===== config.mk =====
export PLATFORM = sky130hd
export DESIGN_NAME = regfile_port_arbiter
export DESIGN_NICKNAME = d
export VERILOG_FILES = /design/src/rtl/regfile_arb_pkg.sv /design/src/rtl/rr_arbiter2.sv /design/src/rtl/regfile_port_arbiter.sv
export SDC_FILE = /design/constraint.sdc
export NUM_CORES = 1
export LEC_CHECK = 0
export ABC_AREA = 1
export CAP_MARGIN = 20
export CORE_UTILIZATION = 44
export CTS_CLUSTER_DIAMETER = 120
export CTS_CLUSTER_SIZE = 20
export DETAILED_ROUTE_END_ITERATION = 16
export PLACE_DENSITY = 0.89
export SLEW_MARGIN = 20
export SYNTH_ARGS = -nofsm -noshare
export SYNTH_HDL_FRONTEND = slang
export SYNTH_SLANG_ARGS = --single-unit

===== constraint.sdc =====
create_clock -name Clock -period 2.1 [get_ports Clock]
set_input_delay 0.42 -clock Clock [delete_from_list [all_inputs] [get_ports Clock]]
set_output_delay 0.42 -clock Clock [all_outputs]
set_load 0.03 [all_outputs]

===== src/rtl/regfile_arb_pkg.sv =====
// -----------------------------------------------------------------------------
// regfile_arb_pkg
//
// Purpose: constants shared by the register-file port arbiter and its
//          round-robin helper.
//   * FSM state encoding (IDLE / ACCESS)
//   * requester identifiers (core = 0, debug = 1). These are also the bit
//     positions inside the internal two-bit request/grant vectors, and the
//     value held by the round-robin pointer.
//   * address of the hard-wired zero register R0
// -----------------------------------------------------------------------------
package regfile_arb_pkg;

    // FSM encoding
    localparam logic [0:0] ST_IDLE   = 1'b0;
    localparam logic [0:0] ST_ACCESS = 1'b1;

    // Requester identifiers / vector bit positions
    localparam int unsigned REQ_C = 0;
    localparam int unsigned REQ_D = 1;
    localparam int unsigned NUM_REQ = 2;

    // R0 always reads as zero and is never written
    localparam int unsigned R0_ADDR = 0;

endpackage : regfile_arb_pkg


===== src/rtl/rr_arbiter2.sv =====
// -----------------------------------------------------------------------------
// rr_arbiter2
//
// Purpose: two-way round-robin pick with a per-requester mask.
//   A requester is eligible when its request is high and its mask bit is low.
//   With one eligible requester it wins outright and the pointer is left
//   alone. With both eligible, the requester named by the pointer wins and
//   the pointer moves to the other one, so it is favoured next time.
//
// Ports:
//   clk     in   clock, rising edge
//   rst_n   in   asynchronous active-low reset (pointer returns to RR_INIT)
//   req_i   in   request vector, bit REQ_C / REQ_D
//   mask_i  in   requesters excluded from this pick
//   win_o   out  one-hot winner (combinational), all zero when nobody wins
// -----------------------------------------------------------------------------
module rr_arbiter2
    import regfile_arb_pkg::*;
#(
    parameter bit RR_INIT = 1'b0
) (
    input  logic       clk,
    input  logic       rst_n,
    input  logic [1:0] req_i,
    input  logic [1:0] mask_i,
    output logic [1:0] win_o
);

    logic [1:0] elig;
    logic       ptr_q;
    logic       ptr_d;

    assign elig = req_i & ~mask_i;

    always_comb begin
        win_o = 2'b00;
        ptr_d = ptr_q;
        case (elig)
            2'b01: win_o[REQ_C] = 1'b1;
            2'b10: win_o[REQ_D] = 1'b1;
            2'b11: begin
                // Tie: the favoured side wins and hands priority over
                win_o[ptr_q] = 1'b1;
                ptr_d        = ~ptr_q;
            end
            default: win_o = 2'b00;
        endcase
    end

    always_ff @(posedge clk or negedge rst_n) begin
        if (!rst_n) begin
            ptr_q <= RR_INIT;
        end else begin
            ptr_q <= ptr_d;
        end
    end

endmodule : rr_arbiter2


===== src/rtl/regfile_port_arbiter.sv =====
// -----------------------------------------------------------------------------
// regfile_port_arbiter
//
// Purpose: shares the register file's write port and busA read port between
//   the CPU core (c_*) and the debug/scan unit (d_*). Each side raises req
//   with we/addr/wdata; a request sampled at edge N produces a one-cycle gnt
//   in cycle N+1, during which Ra/Rw/busW carry the winner's access and
//   Write is raised for writes to non-zero registers. For reads, busA is
//   captured at the end of the grant cycle and returned with x_rvalid in
//   cycle N+2; x_rdata then holds until that side's next read.
//   The side granted in the current cycle is masked from the next pick, so
//   a lone requester gets every other cycle while two requesters alternate
//   and keep the port busy every cycle.
//
// Ports:
//   Clock              in   system clock, rising edge
//   Reset_n            in   asynchronous active-low reset
//   c_req/d_req        in   access request
//   c_we/d_we          in   1 = write, 0 = read
//   c_addr/d_addr      in   register address (AW bits)
//   c_wdata/d_wdata    in   write data (DW bits)
//   c_gnt/d_gnt        out  grant, one-cycle pulse
//   c_rvalid/d_rvalid  out  read data valid, one-cycle pulse
//   c_rdata/d_rdata    out  read data, held until the next read
//   Ra                 out  RegFile read address A
//   busA               in   RegFile read data A (combinational from Ra)
//   Rw                 out  RegFile write address
//   busW               out  RegFile write data
//   Write              out  RegFile write enable
// -----------------------------------------------------------------------------
module regfile_port_arbiter
    import regfile_arb_pkg::*;
#(
    parameter int AW      = 5,
    parameter int DW      = 32,
    parameter int RR_INIT = 0
) (
    input  logic          Clock,
    input  logic          Reset_n,
    // core requester
    input  logic          c_req,
    input  logic          c_we,
    input  logic [AW-1:0] c_addr,
    input  logic [DW-1:0] c_wdata,
    output logic          c_gnt,
    output logic          c_rvalid,
    output logic [DW-1:0] c_rdata,
    // debug requester
    input  logic          d_req,
    input  logic          d_we,
    input  logic [AW-1:0] d_addr,
    input  logic [DW-1:0] d_wdata,
    output logic          d_gnt,
    output logic          d_rvalid,
    output logic [DW-1:0] d_rdata,
    // register file side
    output logic [AW-1:0] Ra,
    input  logic [DW-1:0] busA,
    output logic [AW-1:0] Rw,
    output logic [DW-1:0] busW,
    output logic          Write
);

    // -------------------------------------------------------------------------
    // Requester inputs gathered into vectors indexed by requester id
    // -------------------------------------------------------------------------
    logic [NUM_REQ-1:0] req_vec;
    logic [NUM_REQ-1:0] we_vec;
    logic [AW-1:0]      addr_arr  [NUM_REQ];
    logic [DW-1:0]      wdata_arr [NUM_REQ];

    assign req_vec[REQ_C]   = c_req;
    assign req_vec[REQ_D]   = d_req;
    assign we_vec[REQ_C]    = c_we;
    assign we_vec[REQ_D]    = d_we;
    assign addr_arr[REQ_C]  = c_addr;
    assign addr_arr[REQ_D]  = d_addr;
    assign wdata_arr[REQ_C] = c_wdata;
    assign wdata_arr[REQ_D] = d_wdata;

    // -------------------------------------------------------------------------
    // Access-cycle registers
    // -------------------------------------------------------------------------
    logic [0:0]         state_q, state_d;
    logic [NUM_REQ-1:0] gnt_q,   gnt_d;
    logic [AW-1:0]      addr_q,  addr_d;
    logic [DW-1:0]      wdata_q, wdata_d;
    logic               we_q,    we_d;
    logic               write_q, write_d;

    logic [NUM_REQ-1:0] win;
    logic               win_idx;
    logic               any_win;

    // The side granted in the current cycle is excluded from the next pick,
    // which is what forces a held request to be re-sampled only after gnt.
    rr_arbiter2 #(
        .RR_INIT (RR_INIT != 0)
    ) u_rr (
        .clk    (Clock),
        .rst_n  (Reset_n),
        .req_i  (req_vec),
        .mask_i (gnt_q),
        .win_o  (win)
    );

    assign any_win = |win;
    assign win_idx = win[REQ_D];

    always_comb begin
        state_d = ST_IDLE;
        gnt_d   = win;
        addr_d  = addr_q;
        wdata_d = wdata_q;
        we_d    = 1'b0;
        write_d = 1'b0;
        if (any_win) begin
            state_d = ST_ACCESS;
            addr_d  = addr_arr[win_idx];
            wdata_d = wdata_arr[win_idx];
            we_d    = we_vec[win_idx];
            // R0 is hard-wired: the grant still happens but nothing is written
            write_d = we_vec[win_idx] && (addr_arr[win_idx] != AW'(R0_ADDR));
        end
    end

    always_ff @(posedge Clock or negedge Reset_n) begin
        if (!Reset_n) begin
            state_q <= ST_IDLE;
            gnt_q   <= '0;
            addr_q  <= '0;
            wdata_q <= '0;
            we_q    <= 1'b0;
            write_q <= 1'b0;
        end else begin
            state_q <= state_d;
            gnt_q   <= gnt_d;
            addr_q  <= addr_d;
            wdata_q <= wdata_d;
            we_q    <= we_d;
            write_q <= write_d;
        end
    end

    // -------------------------------------------------------------------------
    // Read return path, one capture register per requester. busA reflects Ra
    // during the grant cycle and is sampled at the edge that ends it.
    // -------------------------------------------------------------------------
    logic [NUM_REQ-1:0] rvalid_vec;
    logic [DW-1:0]      rdata_arr [NUM_REQ];
    logic               rd_is_r0;

    assign rd_is_r0 = (addr_q == AW'(R0_ADDR));

    for (genvar gi = 0; gi < NUM_REQ; gi++) begin : g_rd
        logic          rd_hit;
        logic          rvalid_q;
        logic [DW-1:0] rdata_q;
        logic [DW-1:0] rdata_d;

        assign rd_hit = gnt_q[gi] & ~we_q;

        always_comb begin
            rdata_d = rdata_q;
            if (rd_hit) begin
                rdata_d = rd_is_r0 ? '0 : busA;
            end
        end

        always_ff @(posedge Clock or negedge Reset_n) begin
            if (!Reset_n) begin
                rvalid_q <= 1'b0;
                rdata_q  <= '0;
            end else begin
                rvalid_q <= rd_hit;
                rdata_q  <= rdata_d;
            end
        end

        assign rvalid_vec[gi] = rvalid_q;
        assign rdata_arr[gi]  = rdata_q;
    end

    // -------------------------------------------------------------------------
    // Outputs
    // -------------------------------------------------------------------------
    assign c_gnt    = gnt_q[REQ_C];
    assign d_gnt    = gnt_q[REQ_D];
    assign c_rvalid = rvalid_vec[REQ_C];
    assign d_rvalid = rvalid_vec[REQ_D];
    assign c_rdata  = rdata_arr[REQ_C];
    assign d_rdata  = rdata_arr[REQ_D];

    // Ra and Rw both follow the granted address
    assign Ra    = addr_q;
    assign Rw    = addr_q;
    assign busW  = wdata_q;
    assign Write = write_q && (state_q == ST_ACCESS);

endmodule : regfile_port_arbiter


## Word level (Yosys, flattened, before mapping)

Cells that the tools add are included.

- Register bits after elaboration: 109
- Input bits: 112
- Output and inout bits: 111
- Word-level logic and storage cells: 47

- Order comparisons: 4
- Equality and inequality tests: 3
- Muxes and demuxes: 16
- Bitwise gates (word level): 7
- Reduce and logical (&&, ||, !) cells: 6

Operator list:

| operator | number |
|---|---|
| two-way mux 32 bit | 4 |
| two-way mux 5 bit | 3 |
| two-way mux 1 bit | 6 |
| zero test 5 bit | 1 |
| nonzero test 5 bit | 1 |
| equality test 2 bit, second input constant | 2 |
| < comparator 1 x 2 -> 1 bit, second input constant | 2 |
| case mux 1 bit (2 select lines) | 2 |
| logical AND 1 bit | 3 |
| AND 1 bit | 2 |
| AND 2 bit | 1 |
| equality test 2 x 1 -> 1 bit, second input constant | 1 |
| >= comparator 2 bit, second input constant | 1 |
| inverter 1 bit | 2 |
| inverter 1 -> 2 bit | 1 |
| inverter 2 bit | 1 |
| OR reduction 2 bit | 1 |
| demux 1 bit (select 1 bit) | 1 |
| >= comparator 1 bit, second input constant | 1 |

## Longest topological paths before layout

- Word-level depth: 12
- Depth in mapped cells: 10
- Depth with buffers taken out: 9

## Hierarchy

A second synthesis with hierarchy kept.

- Cell total of the unflattened synthesis: 536
- Area total of the unflattened synthesis: 4635.7 um2

Modules (own cells, without submodules):

| module | times used | cells an instance | area each (um2) | seq. area each (um2) |
|---|---|---|---|---|
| regfile_port_arbiter | 1 | 521 | 4549.4 | 2702.6 |
| rr_arbiter2 | 1 | 15 | 86.3 | 25.0 |

## Worst setup path after synthesis

OpenSTA, ideal clock, no wires.

- Path kind: register -> register
- From: reg gnt_q[1]
- To: reg wdata_q[10] (netlist: busW[10])
- Library setup time: 0.119 ns
- Arrival time: 1.287 ns
- Required time: 1.981 ns
- Setup slack: 0.695 ns
- Stages on the path, launching flop included: 10
- Cells stage by stage: dfrtp_1 inv_2 nand2_2 inv_4 nand2_2 buf_6 inv_2 buf_6 o21ai_1 nand2_1

- Longest elaborated chain between the ends: 8
- Elaborated cells on any way between the ends: 12
- Classes of those cells: eq/ne: 3; mux: 5; bitwise: 3; reduce/logical: 1

Ends and longest elaborated chain:

| element | line | source |
|---|---|---|
| from (decl) | regfile_port_arbiter.sv:85 | `logic [NUM_REQ-1:0] gnt_q, gnt_d;` |
| from (signal assigned) | regfile_port_arbiter.sv:137 | `gnt_q <= gnt_d;` |
| inverter 2 bit (*) | rr_arbiter2.sv:33 | `assign elig = req_i & ~mask_i;` |
| AND 2 bit (*) | rr_arbiter2.sv:33 |  |
| equality test 2 bit | rr_arbiter2.sv:38 | `case (elig)` |
| case mux 1 bit (2 select lines) | rr_arbiter2.sv:38 |  |
| inverter 1 -> 2 bit (not written as such) | regfile_port_arbiter.sv:120 | `wdata_d = wdata_arr[win_idx];` |
| two-way mux 32 bit (not written as such) (3 in a row) | regfile_port_arbiter.sv:120 |  |
| to (signal assigned) | regfile_port_arbiter.sv:139 | `wdata_q <= wdata_d;` |
| to (decl) | regfile_port_arbiter.sv:87 | `logic [DW-1:0] wdata_q, wdata_d;` |

Mark *: on every way between the ends. The rest lies on a longest branch, timed or not. The select of a mux whose other input is x is not followed.
A chain may end at the register's enable or synchronous reset.

## Final worst setup path

- From: reg addr_q[0] (netlist: Ra[0])
- To: out Ra[0]

RTL lines:

| element | line | source |
|---|---|---|
| from (decl) | regfile_port_arbiter.sv:86 | `logic [AW-1:0] addr_q, addr_d;` |
| from (signal assigned) | regfile_port_arbiter.sv:138 | `addr_q <= addr_d;` |
| to (decl) | regfile_port_arbiter.sv:57 | `output logic [AW-1:0] Ra,` |

No word-level cell between the ends.

==> impl_metrics.ini <==
[run_status]
outcome = finished clean

[worst_hold_path]
hp-class = reg2reg
hold_path_end = c_rvalid
worstHoldStart = we_q
hold_depth = 1

[final_layout]
seqCellArea_sq_mm = 0.00273
drive_above_1_share_pct = 5.53
multi_input_area_sq_mm = 0.00154
antenna_cells = 0
fillers = 724
nets = 849
fin_area_sq_mm = 0.00709
syn_to_final_growth_pct = 55.9

[placement]
hpwl_um = 9760
gp_congestion = 0.855
placed_area_sq_mm = 0.00686
io_buffers = 222

[pwr]
internal_power_mw = 5.65
p_leak_nw = 3.38
p_sw_share_pct = 43.0
power.density_mw_per_mm2 = 1400
seqPwrFrac_pct = 34.7
ir_worst_vdd_mv = 0.735
clkPwrFrac_pct = 13.5
combPwrFrac_pct = 51.8
switching_power_mw = 4.27

[cts]
cts_buffers = 9
cts_tree = done
htreeDepth = 3
clock_latency_ns = 0.35
root_buffer = clkbuf_8
clock_path_buffers = 2
clk_pin_slew_ns = 0.10
cts_sinks = 109

[worst_setup_path]
path_cells = clkdlybuf4s50_1
rrSetupSlack_ns = 0.43
start_kind = flip-flop
r2r-end = busW[21]
required_ns = 1.68
path_buf_inv = 1
critical-path-max-stage-delay_ns = 0.71
setup.worst_path.class = reg2out
worstPathMaxFanout = 4
cp-end-kind = primary output
reg2reg_from = u_rr.ptr_q
crit_family = buffers and inverters
setup.worst_path.start = Ra[0]
crit_slowest_cell = clkdlybuf4s50_1
worstPathArrival_ns = 1.55
reg2regPathDepth = 7

[global_routing]
grt_pass1_vias = 4477
antenna_found_initial = 0
grt_pass1_wl_um = 21500
grt_max_degree = 65
overflow = 0
grt_use_total_pct = 25.2

[synth]
syn_nets = 640
syn_area_sq_mm = 0.00455
synth_area_per_cell_sq_um = 8.61
ys_seq_area_share_pct = 60.0
yosys.cell_types.count = 19
synthCells = 528
synth_seq_cells = 109
yosysWarningCount = 0

[run]
drv_cap = 0

[routing]
antenna_left = 0
drt-vias-per-instance = 5.01
drc = 0
num_vias = 4383
drt-wirelength-per-cell_um = 14.9
dr.first_iter.drc_count = 243
dr.pass1.iters = 5
wirelength_um = 13100

[floorplanning]
die_w_um = 104
fp.coreArea_sq_mm = 0.00991
start_util_pct = 45.9
io_pins = 223
rows = 36
die_h_um = 104
die-area_sq_mm = 0.0107

[timing]
finalCritPeriodShare_pct = 93.8
setup_tns_ns = 0
hold_viol_final = 0
rsz0062_at_grt = false
setup_viol = 0
fin_skew_ns = 0.00807
max-slew-margin-rel_pct = 54.8
tightest_slew_ns = 0.677
slew_viol_final = 0
fmax_mhz = 508
period_minus_slack_ns = 1.97
## synthesized netlist by cell type
master / n / area (sq um)
buf_2: 7 / 35.0
buf_4: 9 / 67.6
buf_6: 4 / 45.0
clkbuf_1: 14 / 52.6
dfrtp_1: 109 / 2730
inv_1: 13 / 48.8
inv_2: 7 / 26.3
inv_4: 1 / 6.26
nand2_1: 242 / 908
nand2_2: 3 / 18.8
nand3_1: 3 / 15.0
nand3_2: 1 / 10.0
nand3b_1: 1 / 7.51
nor2_1: 4 / 15.0
nor2_2: 2 / 12.5
nor3_1: 1 / 5.00
o21ai_0: 59 / 295
o21ai_1: 47 / 235
o21ai_4: 1 / 16.3
## stage by stage
| step | hold WS, ns | cells | setup slack, ns | total power, mW | util, % |
|---|---|---|---|---|---|
| finish | 0.458 | 875 | 0.131 | 9.91 | 71.6 |
| global route | 0.452 | 875 | 0.0163 | 10.5 | 71.6 |
| CTS | 0.454 | 875 | 0.0588 | 9.98 | 71.6 |
| detailed placement | 0.314 | 858 | 0.00650 | 8.63 | 69.3 |
| global placement | 0.309 | 858 | 0.124 | 8.45 | 69.3 |
| floorplan | 0.124 | 528 | 0.695 | 6.23 | - |
## state kept, by name, summed over array words and instances, names as in the netlist
name	cells
Ra	5
busW	32
c_rdata	32
c_rvalid	1
d_rdata	32
d_rvalid	1
gnt_q	2
state_q	1
u_rr.ptr_q	1
we_q	1
write_q	1
## power by group through the flow
stage | clock, mW | combinational, mW | sequential (mW)
after floorplan | 0 | 1.20 | 5.04
after global routing | 1.46 | 5.44 | 3.54
after detailed placement | 0 | 5.15 | 3.48
after global placement | 0 | 5.03 | 3.42
final | 1.34 | 5.13 | 3.44
after CTS | 1.38 | 5.16 | 3.44
## per-layer routing
metal  share of wire [%]  GRT usage [%]
met1                  39           29.0
met2                  51           44.7
met3                 8.0           6.61
met4                 1.9           10.3
met5                   0              0
## cell type report
class	count	share of cell area, %
sequential	109	38.5
timing repair buffer	232	33.3
clock buffer	12	2.33
clock inverter	4	0.741
tap	133	2.35
inverter	21	1.15
multi-input combinational	364	21.7
## layout by cell type, fill, tap and decap left out
| cell | n |
|---|---|
| clkinv_2 | 1 |
| clkdlybuf4s50_1 | 221 |
| dlygate4sd3_1 | 1 |
| o21ai_4 | 1 |
| inv_6 | 2 |
| nand3_1 | 3 |
| inv_4 | 1 |
| dfrtp_1 | 109 |
| nand2_1 | 242 |
| nand2_2 | 3 |
| inv_2 | 7 |
| nand3_2 | 1 |
| bufinv_16 | 1 |
| nor2_1 | 4 |
| buf_12 | 5 |
| o21ai_1 | 47 |
| buf_4 | 5 |
| o21ai_0 | 59 |
| nor2_2 | 2 |
| nand3b_1 | 1 |
| inv_1 | 13 |
| clkbuf_8 | 12 |
| nor3_1 | 1 |
## worst max path at each step
| stage | end | slack [ns] | cells past startpoint |
|---|---|---|---|
| 6_report | Ra[0] | 0.13 | 1 |
| 5_1_grt | Ra[0] | 0.02 | 1 |
| 4_1_cts | Ra[0] | 0.06 | 1 |
| 3_5_place_dp | Ra[2] | 0.006 | 6 |
| 3_3_place_gp | Ra[3] | 0.12 | 6 |
| 2_1_floorplan | busW[10] | 0.69 | 9 |
## what timing repair did
item	in CTS	in global routing
endpoints found under the hold margin	18	0
resized for setup	0	0
hold buffers	1	0
buffers inserted	0	0
## cells by family after synthesis
logic type	share of synthesized area [%]
AOI/OAI and AO/OA	12.0
buffers and inverters	6.19
DFF	60.0
and+or+nand+nor	21.8
Note: power is estimated with default switching activity, not from simulation.
